## config.mk

```make
export PLATFORM = sky130hd
export DESIGN_NAME = error_tally
export DESIGN_NICKNAME = d
export VERILOG_FILES = /design/src/rtl/error_analysis_pkg.sv /design/src/rtl/bit_popcount.sv /design/src/rtl/error_tally.sv
export SDC_FILE = /design/constraint.sdc
export NUM_CORES = 1
export LEC_CHECK = 0
export ABC_AREA = 1
export CAP_MARGIN = 20
export CORE_MARGIN = 2
export CORE_UTILIZATION = 57
export DETAILED_ROUTE_END_ITERATION = 10
export PLACE_DENSITY = 0.95
export RECOVER_POWER = 50
export SETUP_SLACK_MARGIN = 0.15
export SLEW_MARGIN = 10
export SYNTH_ARGS = -nofsm -noshare
export SYNTH_HDL_FRONTEND = slang
export SYNTH_SLANG_ARGS = --single-unit
```

## constraint.sdc

```tcl
create_clock -name clk -period 6.75 [get_ports clk]
set_input_delay 1.35 -clock clk [delete_from_list [all_inputs] [get_ports clk]]
set_output_delay 1.35 -clock clk [all_outputs]
set_load 0.05 [all_outputs]
```

## src/rtl/error_analysis_pkg.sv

```systemverilog
// Shared types and helpers for the error-analysis path: state encoding,
// saturating add and popcount width.
package error_analysis_pkg;

    typedef enum logic [1:0] {
        StIdle   = 2'd0,
        StAccum  = 2'd1,
        StReport = 2'd2
    } state_e;

    // Widest counter the saturating adder supports.
    localparam int unsigned SatW = 32;

    function automatic int unsigned popcnt_width(input int unsigned n);
        return $clog2(n + 1);
    endfunction

    // Returns {overflow, result}; result clips at 2^w-1.
    function automatic logic [SatW:0] sat_add(input logic [SatW-1:0] a,
                                              input logic [SatW-1:0] b,
                                              input int unsigned     w);
        logic [SatW:0] sum;
        logic [SatW:0] lim;
        sum = {1'b0, a} + {1'b0, b};
        lim = ((SatW + 1)'(1) << w) - (SatW + 1)'(1);
        if (sum > lim) begin
            return {1'b1, lim[SatW-1:0]};
        end
        return {1'b0, sum[SatW-1:0]};
    endfunction

endpackage

```

## src/rtl/bit_popcount.sv

```systemverilog
// Combinational population count of an N-bit word.
module bit_popcount
    import error_analysis_pkg::*;
#(
    parameter int unsigned N = 3
) (
    input  logic [1:N]                   data_i,
    output logic [popcnt_width(N)-1:0]   count_o
);

    localparam int unsigned CntW = popcnt_width(N);

    always_comb begin
        count_o = '0;
        for (int i = 1; i <= N; i++) begin
            count_o = count_o + CntW'(data_i[i]);
        end
    end

endmodule

```

## src/rtl/error_tally.sv

```systemverilog
// Accumulates bit/word flip statistics over WINDOW accepted sent/received
// pairs and presents one report under a valid/ready handshake.
module error_tally
    import error_analysis_pkg::*;
#(
    parameter int unsigned N      = 3,
    parameter int unsigned WINDOW = 16,
    parameter int unsigned CNT_W  = 16
) (
    input  logic                         clk,
    input  logic                         reset,
    input  logic                         start,
    input  logic                         in_valid,
    input  logic [1:N]                   sent,
    input  logic [1:N]                   received,
    output logic                         in_ready,
    output logic                         busy,
    output logic                         rpt_valid,
    input  logic                         rpt_ready,
    output logic [CNT_W-1:0]             bit_errs,
    output logic [CNT_W-1:0]             word_errs,
    output logic [popcnt_width(N)-1:0]   max_word_errs,
    output logic                         saturated
);

    localparam int unsigned EW   = popcnt_width(N);
    localparam int unsigned IdxW = $clog2(WINDOW + 1);

    state_e           state_q, state_d;
    logic [IdxW-1:0]  idx_q, idx_d;
    logic [CNT_W-1:0] bit_errs_q, bit_errs_d;
    logic [CNT_W-1:0] word_errs_q, word_errs_d;
    logic [EW-1:0]    max_q, max_d;
    logic             sat_q, sat_d;

    logic [EW-1:0]    e;
    logic [SatW:0]    bit_sum;
    logic [SatW:0]    word_sum;

    bit_popcount #(
        .N (N)
    ) u_popcount (
        .data_i  (sent ^ received),
        .count_o (e)
    );

    always_comb begin
        bit_sum  = sat_add(SatW'(bit_errs_q), SatW'(e), CNT_W);
        word_sum = sat_add(SatW'(word_errs_q), SatW'(e != '0), CNT_W);
    end

    always_comb begin
        state_d     = state_q;
        idx_d       = idx_q;
        bit_errs_d  = bit_errs_q;
        word_errs_d = word_errs_q;
        max_d       = max_q;
        sat_d       = sat_q;

        case (state_q)
            StIdle: begin
                if (start) begin
                    state_d     = StAccum;
                    idx_d       = '0;
                    bit_errs_d  = '0;
                    word_errs_d = '0;
                    max_d       = '0;
                    sat_d       = 1'b0;
                end
            end
            StAccum: begin
                if (in_valid) begin
                    bit_errs_d  = CNT_W'(bit_sum);
                    word_errs_d = CNT_W'(word_sum);
                    sat_d       = sat_q | bit_sum[SatW] | word_sum[SatW];
                    if (e > max_q) begin
                        max_d = e;
                    end
                    idx_d = idx_q + IdxW'(1);
                    if (idx_q == IdxW'(WINDOW - 1)) begin
                        state_d = StReport;
                    end
                end
            end
            StReport: begin
                if (rpt_ready) begin
                    if (start) begin
                        state_d     = StAccum;
                        idx_d       = '0;
                        bit_errs_d  = '0;
                        word_errs_d = '0;
                        max_d       = '0;
                        sat_d       = 1'b0;
                    end else begin
                        state_d = StIdle;
                    end
                end
            end
            default: state_d = StIdle;
        endcase
    end

    always_ff @(posedge clk) begin
        if (!reset) begin
            state_q     <= StIdle;
            idx_q       <= '0;
            bit_errs_q  <= '0;
            word_errs_q <= '0;
            max_q       <= '0;
            sat_q       <= 1'b0;
        end else begin
            state_q     <= state_d;
            idx_q       <= idx_d;
            bit_errs_q  <= bit_errs_d;
            word_errs_q <= word_errs_d;
            max_q       <= max_d;
            sat_q       <= sat_d;
        end
    end

    assign in_ready      = (state_q == StAccum);
    assign busy          = (state_q != StIdle);
    assign rpt_valid     = (state_q == StReport);
    assign bit_errs      = bit_errs_q;
    assign word_errs     = word_errs_q;
    assign max_word_errs = max_q;
    assign saturated     = sat_q;

endmodule

```

; ---- Word level (Yosys, flattened, before mapping)
; Index checks and enable logic that the tools add are counted.
[op_classes]
muxes = 33
n_eq_ne = 8
addsub = 5
order_cmp = 3
reduce_logical = 7
bitwise = 3
[op_table]
columns = op, count
row1 = 33-bit 2-to-1 mux, 4
row2 = 16-bit 2-to-1 mux, 6
row3 = 16-bit one-hot mux with 3 select lines, 2
row4 = 17-bit by 16-bit > comparator with 1-bit output (second input constant), 2
row5 = 16-bit by 1-bit adder with 17-bit output, 1
row6 = 16-bit by 2-bit adder with 17-bit output, 1
row7 = 2-bit 2-to-1 mux, 8
row8 = 5-bit 2-to-1 mux, 3
row9 = 5-bit one-hot mux with 3 select lines, 1
row10 = 2-bit one-hot mux with 3 select lines, 2
row11 = 4-bit AND reduction, 2
row12 = 1-bit 2-to-1 mux, 6
row13 = 2-bit by 1-bit inequality test with 1-bit output (second input constant), 3
row14 = 5-bit by 1-bit adder with 5-bit output (second input constant), 1
row15 = 5-bit by 4-bit == test with 1-bit output (second input constant), 1
row16 = 2-bit inequality test (second input constant), 2
row17 = 2-bit nonzero test, 2
row18 = 1-bit one-hot mux with 3 select lines, 1
row19 = 3-bit AND reduction, 1
row20 = 3-bit nonzero test, 1
row21 = 3-bit XOR, 1
row22 = 1-bit by 1-bit adder with 2-bit output, 1
row23 = 2-bit by 1-bit adder with 2-bit output, 1
row24 = 2-bit by 1-bit == test with 1-bit output (second input constant), 1
row25 = 4 further kinds, 5
[totals]
elab_cells = 65
input_bits = 11
reg_bits = 42
output_inout_bits = 38

; ---- Depth between registers and ports, before layout
[depth]
word_depth = 11
depth_mapped = 14
mapped_depth_nobuf = 14

; ---- Cells and area by module
; Synthesis repeated with hierarchy kept, for this count alone.
[hier_totals]
hier_cells = 408
hier_area_um2 = 2612.5
[by_module_without_submodules]
columns = mod, n_inst, cells_each, seq_area_each_um2, area_per_inst_um2
row1 = error_tally, 1, 407, 840.8, 2592.5
row2 = bit_popcount, 1, 1, 0.0, 20.0

; ---- Worst setup path after synthesis
; OpenSTA, ideal clock, no wires.
[synth_path]
kind = input-to-reg
start = input received[1] (netlist name)
end = register bit_errs_q[10], in the netlist bit_errs[10]
arrival_time_ps = 3375
cell_stages = 14
t_required_ps = 6608
setup_time_ps = 142
n_path_buf = 0
slack_ps = 3233
path_cell_list = xnor2_1 fa_1 inv_1 ha_1 inv_1 fa_1 nor2_1 nand3_1 nor2_1 nand2_1 nand2_1 nand2_1 nand2_1 a21oi_2
[synth_via]
elab_chain_len = 9
[synth_rtl]
columns = item, line
row1 = "start, declared", error_tally.sv:15  ; input logic [1:N] received,
row2 = 3-bit XOR (*), error_tally.sv:43  ; .data_i (sent ^ received),
row3 = 1-bit by 1-bit adder with 2-bit output (*), bit_popcount.sv:16  ; count_o = count_o + CntW'(data_i[i]);
row4 = 2-bit by 1-bit adder with 2-bit output (*), bit_popcount.sv:16
row5 = 16-bit by 2-bit adder with 17-bit output (*), error_analysis_pkg.sv:24  ; sum = {1'b0, a} + {1'b0, b};
row6 = 17-bit by 16-bit > comparator with 1-bit output, error_analysis_pkg.sv:26  ; if (sum > lim) begin
row7 = 1-bit 2-to-1 mux, error_analysis_pkg.sv:26
row8 = 33-bit 2-to-1 mux (*), error_analysis_pkg.sv:29  ; return {1'b0, sum[SatW-1:0]};
row9 = 16-bit 2-to-1 mux (*), error_tally.sv:72  ; if (in_valid) begin
row10 = 16-bit one-hot mux with 3 select lines (*), error_tally.sv:60  ; case (state_q)
row11 = "end signal, assigned", error_tally.sv:114  ; bit_errs_q <= bit_errs_d;
row12 = "end, declared", error_tally.sv:31  ; logic [CNT_W-1:0] bit_errs_q, bit_errs_d;
; Every way passes the cells marked *; elsewhere a longest branch is shown, timed or not. The select of a mux whose other input is x is not followed.
; A chain may end at the register's enable or synchronous reset.

; ---- Final worst setup path
[layout_path]
start = input received[3] (netlist name)
end = register bit_errs_q[6], in the netlist bit_errs[6]
[layout_via]
elab_chain_len = 8
[layout_rtl]
columns = item, line
row1 = 3-bit XOR (*), error_tally.sv:43
row2 = 2-bit by 1-bit adder with 2-bit output (*), bit_popcount.sv:16
row3 = 16-bit by 2-bit adder with 17-bit output (*), error_analysis_pkg.sv:24
row4 = 17-bit by 16-bit > comparator with 1-bit output, error_analysis_pkg.sv:26
row5 = 1-bit 2-to-1 mux, error_analysis_pkg.sv:26
row6 = 33-bit 2-to-1 mux (*), error_analysis_pkg.sv:29
row7 = 16-bit 2-to-1 mux (*), error_tally.sv:72
row8 = 16-bit one-hot mux with 3 select lines (*), error_tally.sv:60
; Marked as above.

==> results.cfg <==
[outcome]
run_status = finished, violations left
violations = max-capacitance violations, max-slew violations

[routing]
firstDrtPassIters = 5
wl_per_cell_microns = 13.8
dr_total_vias = 2911
vias_per_cell = 5.70
routed_wl_microns = 7050
initialDrtViolationCount = 300
drc_errors = 0
ant_nets = 0

[flow_run]
drv_cap = 2

[sta]
slew_violations = 76
fin_crit_sh_pct = 66.4
fmax_mhz = 223
slew_headroom_pct = -52.3
setup_violations = 0
hold_violations = 0
hold-worst-slack_ns = 0.468
setup_tns_ns = 0
fin_skew_ns = 0.00546
period_needed_ns = 4.48
tightest_slew_ns = 2.28
fin_ws_ns = 2.27
rsz0062_at_grt = no

[placement]
gp_congestion = 0.868
dpl_worst_slack_ns = 2.17
place_area_sq_mm = 0.00322
port_buffers = 48
dp_hpwl_microns = 4850

[synthesis]
synth_top_cell_area_share_pct = 30.6
synthFlopType = dfxtp_1
ys_types = 28
synth.mux.area_fraction_pct = 0
synth.largest_area_cell = dfxtp_1
synth_top_family_by_area = simple AND/OR/NAND/NOR gates
synth_compound_area_share_pct = 15.9
yosys.area_share.adder_pct = 5.10
synth_xor_area_share_pct = 3.83
synth_fp_nets = 433
synth_seq_cells = 42
synth.top_cells.by_area = dfxtp_1, nand2_1, a21oi_2
netlist_area_sq_mm = 0.00275
syn_area_per_cell_sq_um = 6.67
synth-simple-area-share_pct = 36.3
synth_enable_flop_cells = 0
synthArstFlopShare_pct = 0
yosysWarnings = 0
synth_seq_area_share_pct = 30.6
synthCells = 412

[worst_setup_path]
crit_type = primary input to flip-flop
crit_required_ns = 6.98
worstSetupStartpointType = primary input
endpoint_kind = flip-flop
path_max_fanout = 11
worstPathArrival_ns = 4.72
crit_start = received[3]
reg2reg_from = state_q[0]

[clock_network]
post_cts_resized = 0
postCtsSetupRepairBufs = 0
cts_buffers = 5
clockRootBuffer = clkbuf_8
clock_path_buffers = 2
ctsHoldBuffers = 0
htree_levels = 2
clkSinkCount = 42
clkTransAtPathRegs_ns = 0.09
insertion_delay_ns = 0.30
cts_tree = yes

[layout]
final_cell_mix = nand2_1, nor2_1, dfxtp_1
utilization_pct = 70.7
antennaDiodeCount = 0
fillers = 400
layout-drive-gt1-share_pct = 11.8
final_common_cell = nand2_1
area_delta_synth_final_pct = 20.8
final_area_sq_mm = 0.00332
nets = 477

[power_and_ir_drop]
power.density_mw_per_mm2 = 174
ir_worst_vdd_v = 0.000142
p_leak_nw = 1.28

[floorplan]
chipWidth_microns = 73.4
die-area_sq_mm = 0.00539
rows = 25
core_sq_mm = 0.00469
die_y_microns = 73.4
io_pins = 49
initial_core_util_pct = 58.5

[global_route]
grt_pass1_vias = 2638
overflow = 0
grt_pass1_wl_microns = 11500
antenna_found_initial = 0
grt_max_degree = 39
grt_use_total_pct = 26.8

[worst_hold_path]
worstHoldPathType = flip-flop to flip-flop
hold_start = idx_q[4]
synthesized netlist by cell type, drive strengths merged (4+ instances only):
cell type	n
a21oi	41
buf	8
clkbuf	4
dfxtp	42
ha	8
inv	40
nand2	136
nand3	18
nand4	12
nor2	48
nor3	9
o21ai	25
xnor2	8
xor2	4
kinds of logic after synthesis:
logic type / count (synthesis)
buffers and inverters: 52
XOR/XNOR: 12
flip-flops: 42
adder cells (fa/ha/maj): 10
AND/OR/NAND/NOR: 226
AO/OA/AOI/OAI: 70
routing by layer:
| metal | vias to the layer above | share of wire [%] | GRT usage, % |
|---|---|---|---|
| li1 | 1414 | - | - |
| met1 | 1334 | 40 | 32.4 |
| met2 | 144 | 50 | 46.3 |
| met3 | 19 | 7.4 | 5.35 |
| met4 | 0 | 2.3 | 10.9 |
| met5 | - | 0 | 0 |
final cells by class:
cell class / instances / area, sq um / area share, %
multi-input cells: 318 / 1660 / 50.1
flip-flops and latches: 42 / 841 / 25.3
repair buffers: 49 / 488 / 14.7
inverters: 40 / 150 / 4.53
clock buffers: 5 / 68.8 / 2.07
well taps: 54 / 67.6 / 2.04
clock inverters: 3 / 40.0 / 1.21
stage by stage:
step	power, mW	instances
after floorplan	0.358	412
after global placement	0.379	503
after detailed placement	0.382	503
after CTS	0.581	511
after global routing	0.603	511
final	0.576	511
critical path, stage by stage:
cell             delay, ns
clkdlybuf4s50_1       0.44
xnor2_1               0.28
fa_1                  0.48
inv_1                 0.10
ha_1                  0.17
inv_1                 0.06
fa_1                  0.41
nor2_2                0.22
nand4_1               0.43
inv_1                 0.34
o21ai_0               0.16
a21oi_1               0.26
state kept, by name (all words and copies together) (netlist names):
signal	flops
saturated	1
idx_q	5
bit_errs	16
state_q	2
max_word_errs	2
word_errs	16
final timing paths:
check,end,slack [ns],depth (start not counted)
min,idx_q[4],0.47,2
min reg2reg,idx_q[4],0.47,2
max,bit_errs[6],2.27,12
max reg2reg,idx_q[4],3.60,7
report_power, final:
part | switching (mW) | internal [mW]
logic | 0.0822 | 0.0351
registers | 0.00518 | 0.252
clock network | 0.0927 | 0.109
total | 0.180 | 0.396
Note: power is estimated with default switching activity, not from simulation.
